`config.mk`:
```
export PLATFORM = sky130hd
export DESIGN_NAME = spi_master
export DESIGN_NICKNAME = d
export VERILOG_FILES = /design/src/rtl/spi_pkg.sv /design/src/rtl/spi_clk_gen.sv /design/src/rtl/spi_master.sv
export SDC_FILE = /design/constraint.sdc
export NUM_CORES = 1
export LEC_CHECK = 0
export ABC_AREA = 1
export BUFFER_PORTS_ARGS = -buffer_cell sky130_fd_sc_hd__buf_2
export CAP_MARGIN = 20
export CORE_MARGIN = 5
export CORE_UTILIZATION = 57
export CTS_CLUSTER_SIZE = 30
export DETAILED_ROUTE_END_ITERATION = 12
export PLACE_DENSITY = 0.88
export SYNTH_ARGS = -nofsm -noshare
export SYNTH_HDL_FRONTEND = slang
export SYNTH_SLANG_ARGS = --single-unit
```
`constraint.sdc`:
```
create_clock -name clk -period 2 [get_ports clk]
set_input_delay 0.4 -clock clk [delete_from_list [all_inputs] [get_ports clk]]
set_output_delay 0.4 -clock clk [all_outputs]
set_load 0.05 [all_outputs]
```
`src/rtl/spi_pkg.sv`:
```
// Shared SPI definitions: frame width, default divider, master FSM states.
// Imported by the master RTL and by slave-side benches.
package spi_pkg;

    localparam int FRAME_W         = 16;
    localparam int CLK_DIV_DEFAULT = 4;

    typedef enum logic [1:0] {
        IDLE,
        SETUP,
        XFER,
        GAP
    } spi_state_e;

    // Width of a counter that holds 0..clk_div-1 and leaves headroom up to clk_div.
    function automatic int div_cnt_w(input int clk_div);
        return $clog2(clk_div + 1);
    endfunction

endpackage

```
`src/rtl/spi_clk_gen.sv`:
```
// SCLK divider: registered sclk level plus one-cycle strobes flagging the clk edge
// on which sclk will rise or fall. Holds sclk low and the count at zero while disabled.
module spi_clk_gen
    import spi_pkg::*;
#(
    parameter int CLK_DIV = CLK_DIV_DEFAULT
) (
    input  logic clk,
    input  logic rst_n,
    input  logic en,
    output logic sclk,
    output logic rise,
    output logic fall
);

    localparam int               CNT_W    = div_cnt_w(CLK_DIV);
    localparam logic [CNT_W-1:0] CNT_LAST = CNT_W'(CLK_DIV - 1);

    logic [CNT_W-1:0] div_cnt;
    logic             wrap;

    assign wrap = en && (div_cnt == CNT_LAST);
    assign rise = wrap && !sclk;
    assign fall = wrap && sclk;

    // NOTE: sequential state is updated with non-blocking assignments only, so every
    // register samples the values present before the clock edge.
    always_ff @(posedge clk or negedge rst_n) begin
        if (!rst_n) begin
            div_cnt <= '0;
            sclk    <= 1'b0;
        end else if (!en) begin
            div_cnt <= '0;
            sclk    <= 1'b0;
        end else if (wrap) begin
            div_cnt <= '0;
            sclk    <= !sclk;
        end else begin
            div_cnt <= div_cnt + 1'b1;
        end
    end

endmodule

```
`src/rtl/spi_master.sv`:
```
// SPI master, mode 0, 16-bit MSB-first frames, SCLK half-period of CLK_DIV clk cycles.
// Optional SPI_MASTER_LOOPBACK_EN: rx shifter samples the internal mosi value instead of miso.
module spi_master
    import spi_pkg::*;
#(
    parameter int CLK_DIV = CLK_DIV_DEFAULT
) (
    input  logic               clk,
    input  logic               rst_n,
    input  logic               start,
    input  logic [FRAME_W-1:0] tx_data,
    output logic [FRAME_W-1:0] rx_data,
    output logic               busy,
    output logic               done,
    output logic               sclk,
    output logic               ss,
    output logic               mosi,
    input  logic               miso
);

    localparam int               CNT_W    = div_cnt_w(CLK_DIV);
    localparam logic [CNT_W-1:0] CNT_LAST = CNT_W'(CLK_DIV - 1);
    localparam int               BIT_W    = $clog2(FRAME_W + 1);
    localparam logic [BIT_W-1:0] BIT_LAST = BIT_W'(FRAME_W);

    spi_state_e         state, state_nxt;
    logic [CNT_W-1:0]   phase_cnt;
    logic [BIT_W-1:0]   rise_cnt;
    logic [FRAME_W-1:0] tx_shift;
    logic [FRAME_W-1:0] rx_shift;
    logic               sclk_rise, sclk_fall;
    logic               start_ok, phase_end, in_frame, rx_bit;

    spi_clk_gen #(
        .CLK_DIV(CLK_DIV)
    ) u_clk_gen (
        .clk  (clk),
        .rst_n(rst_n),
        .en   (state == XFER),
        .sclk (sclk),
        .rise (sclk_rise),
        .fall (sclk_fall)
    );

    // The done cycle is spent in IDLE but must not accept a new frame.
    assign start_ok  = start && (state == IDLE) && !done;
    assign phase_end = (phase_cnt == CNT_LAST);
    assign in_frame  = (state == SETUP) || (state == XFER);

    assign busy = (state != IDLE);
    assign ss   = !in_frame;
    assign mosi = in_frame ? tx_shift[FRAME_W-1] : 1'b0;

`ifdef SPI_MASTER_LOOPBACK_EN
    assign rx_bit = tx_shift[FRAME_W-1];
`else
    assign rx_bit = miso;
`endif

    // NOTE: state_nxt gets its default before the case, so no path leaves it
    // unassigned and no latch is inferred.
    always_comb begin
        state_nxt = state;
        unique case (state)
            IDLE:    if (start_ok) state_nxt = SETUP;
            SETUP:   if (phase_end) state_nxt = XFER;
            XFER:    if (sclk_fall && (rise_cnt == BIT_LAST)) state_nxt = GAP;
            GAP:     if (phase_end) state_nxt = IDLE;
            default: state_nxt = IDLE;
        endcase
    end

    always_ff @(posedge clk or negedge rst_n) begin
        if (!rst_n) begin
            state     <= IDLE;
            phase_cnt <= '0;
            rise_cnt  <= '0;
            tx_shift  <= '0;
            rx_shift  <= '0;
            rx_data   <= '0;
            done      <= 1'b0;
        end else begin
            state <= state_nxt;
            done  <= (state == GAP) && (state_nxt == IDLE);

            if ((state_nxt != state) || phase_end) begin
                phase_cnt <= '0;
            end else if ((state == SETUP) || (state == GAP)) begin
                phase_cnt <= phase_cnt + 1'b1;
            end

            if (start_ok) begin
                tx_shift <= tx_data;
                rise_cnt <= '0;
            end

            if (sclk_rise) begin
                rise_cnt <= rise_cnt + 1'b1;
            end

            // Sample on the falling edge, then present the next tx bit.
            if (sclk_fall) begin
                rx_shift <= {rx_shift[FRAME_W-2:0], rx_bit};
                tx_shift <= {tx_shift[FRAME_W-2:0], 1'b0};
            end

            if ((state == GAP) && (state_nxt == IDLE)) begin
                rx_data <= rx_shift;
            end
        end
    end

endmodule

```
==> flow_summary.yaml <==
outcome:
  status: "complete, no violations"
detailed_routing:
  vias: 2233
  dr.pass1.iters: 4
  dr.first_iter.drc_count: 144
  wirelength_um: 6000
  wl_per_cell_um: 13.8
  ant_nets: 0
  remaining_drc_errors: 0
  drt-vias-per-instance: 5.15
cts:
  clock_latency_ns: 0.33
  clockBufferDepth: 2
  numCtsBuffers: 9
  cts_tree: "built"
  cts-htree-levels: 3
  cts_sinks: 63
  root_buffer: "clkbuf_8"
  cts.clk_slew.worst_paths_ns: 0.07
  cts_hold_buf: 0
grt:
  grt_pass1_wl_um: 9920
  grt_pass1_vias: 2202
  antenna_found_initial: 0
  overflow: 0
  grt_max_degree: 44
  track_usage: 0.198
sta:
  final-setup-viol-count: 0
  maxSlewViolCount: 0
  fin_skew_ns: 0.00856
  finalWorstSetupSlack_ns: 0.0926
  relSlewSlack: 0.655
  hold_viol: 0
  max_freq_ghz: 0.524
  hold_ws_ns: 0.0355
  min_period_ns: 1.91
  tightest_slew_ns: 0.517
  fin_crit_sh: 0.954
floorplanning:
  die_height_um: 81.9
  pin_count: 41
  initial_core_util: 0.581
  coreArea_mm2: 0.00507
  placementRows: 26
  die_width_um: 81.9
  die_area_mm2: 0.00671
critical_path:
  reg2reg_setup_slack_ns: 0.09
  startpoint_type: "flop"
  crit-reg2reg-capture: "rx_data[13]$_DFFE_PN0P_"
  cpMaxStageDelayCell: "dfrtp_1"
  worstSetupPathType: "flop to flop"
  reg2reg_from: "state[1]$_DFF_PN0_"
  path_common_cell: "nand2_2"
  crit_arrival_ns: 2.13
  setup.worst_path.start: "state[1]$_DFF_PN0_"
  critPathCaptureType: "flop"
  path_delay_family: "simple AND/OR/NAND/NOR gates"
  endpoint: "rx_data[13]$_DFFE_PN0P_"
  path_max_fanout: 8
  reg2reg_depth: 10
  required_ns: 2.22
  path_buf_inv: 2
  worstPathCellList: "buf_4, ha_1, inv_2, nand2_2, a31oi_1, nand2_2, nand2_4, nand2_4, nand2_2, o21ai_2"
  worstSetupPathDepth: 10
  critPathMaxStageDelay_ns: 0.41
finish:
  drive_gt1_frac: 0.319
  nets: 391
  final_util: 0.694
  area_growth_pct: 19.4
  antennaDiodeCount: 0
yosys:
  syn_nets: 334
  ys_top_cells_by_area: "dfrtp_1 53%, inv_1 6.6%, nand2_1 5.5%"
  synth_seq_cells: 63
  netlist.area_leader.share: 0.534
  ys_seq_area_frac: 0.534
  ys_warn_count: 0
  syn-instance-count: 303
  synth_top_cell_by_area: "dfrtp_1"
  avgSynthCellArea_um2: 9.74
  synth.distinct_cells: 29
  syn_area_mm2: 0.00295
place:
  globalplace.congestion: 0.828
  hpwl_um: 3820
  port-buffer-count: 40
  dp_slack_ns: -0.0251
power_and_ir_drop:
  power_density_mw_per_mm2: 1600
  ir_drop_mv: 1.04
  p_leak_uw: 0.00175
worst_hold_path:
  holdCritPathClass: "input pin to async pin"
run:
  cap_violations: 0
cell families (layout without fill, tap and decap cells):
group	after synthesis	in the layout	synth area share
compound gates	58	58	0.138
simple gates	102	105	0.170
fa+ha+maj	11	11	0.0466
mux	1	1	0.00339
buf+inv	66	124	0.101
flops	63	63	0.534
xor+xnor	2	2	0.00594
layer usage:
layer | GRT usage | share of wire
met1 | 0.254 | 0.44
met2 | 0.301 | 0.48
met3 | 0.0658 | 0.056
met5 | 0 | 0
met4 | 0.0947 | 0.018
worst register-to-register path, cell delays in order (launching register included):
cell and delay, ns:
dfrtp_1 0.41, buf_4 0.16, ha_1 0.19, inv_2 0.08, nand2_2 0.09, a31oi_1 0.26, nand2_2 0.13, nand2_4 0.18
nand2_4 0.15, nand2_2 0.09, o21ai_2 0.05
through the flow:
step / power, uW / instances / cell area [um^2] / TNS [ns]
2_1_floorplan: 3810 / 303 / 2950 / 0
3_3_place_gp: 4180 / 409 / 3210 / 0
3_5_place_dp: 4270 / 409 / 3210 / -0.119
4_1_cts: 5550 / 429 / 3470 / 0
5_1_grt: 6030 / 434 / 3520 / -0.0216
6_report: 5650 / 434 / 3520 / 0
worst min path at each step:
stage / startpoint / end / cells past startpoint
3_3_place_gp: rst_n / rise_cnt[2]$_DFFE_PN0P_ / 1
5_1_grt: rst_n / rise_cnt[2]$_DFFE_PN0P_ / 1
6_report: rst_n / rise_cnt[1]$_DFFE_PN0P_ / 1
4_1_cts: rst_n / rise_cnt[1]$_DFFE_PN0P_ / 1
3_5_place_dp: rst_n / rise_cnt[2]$_DFFE_PN0P_ / 1
2_1_floorplan: rst_n / done$_DFF_PN0_ / 0
synth_stat cells, drive strengths merged:
cell,count
dfrtp,63
nand2,62
inv,54
o21ai,36
nand3,27
nor2,13
o221ai,13
ha,11
buf,6
clkbuf,5
a21oi,3
a31oi,2
o211ai,2
clkinv,1
mux2i,1
o22ai,1
o32ai,1
xnor2,1
xor2,1
sequential cells by signal, indices dropped and copies added, names as in the netlist:
register           count
phase_cnt              3
tx_shift              16
state                  2
rx_shift              16
u_clk_gen.div_cnt      3
rise_cnt               5
done                   1
u_clk_gen.sclk         1
rx_data               16
cells in the final DEF, fill, tap and decap left out:
master,Yosys,final
ha_1,11,10
dfrtp_1,63,63
buf_2,1,39
clkinv_1,1,1
nand3_2,2,2
o32ai_1,1,1
bufinv_16,0,1
buf_4,0,12
ha_2,0,1
clkinvlp_4,0,1
mux2i_1,1,1
nand2_4,1,3
a21oi_1,3,3
nor2_1,11,11
nor2_4,1,2
nand2_8,1,2
clkbuf_1,5,1
nand2_2,17,17
xor2_1,1,1
xnor2_1,1,1
o21ai_0,21,21
clkinv_2,0,1
clkbuf_8,0,11
buf_12,3,1
o211ai_1,2,2
buf_6,0,2
o21ai_2,15,15
nand3_1,25,25
o221ai_1,13,13
inv_1,52,48
a31oi_1,2,2
inv_2,2,6
o22ai_1,1,1
nand2_1,43,43
power breakdown:
part / switching, uW / internal, uW
clock: 456 / 635
combinational: 1880 / 822
sequential: 209 / 1650
final cells by class:
| class | instances | area, um^2 |
|---|---|---|
| clock buffers | 12 | 155 |
| clock inverters | 3 | 42.5 |
| multi-input cells | 177 | 1130 |
| repair buffers | 54 | 328 |
| fillers | 373 | 1550 |
| flip-flops and latches | 63 | 1580 |
| well taps | 70 | 87.6 |
| inverters | 55 | 206 |
repair_timing:
action / 4_1_cts / 5_1_grt
setup endpoints to repair: 17 / 23
pin swaps: 3 / 3
setup buffers: 3 / 4
hold endpoints to repair: 0 / 0
resized for setup: 3 / 7
cloned: 2 / 1
Power figures use the tool's default switching activity.
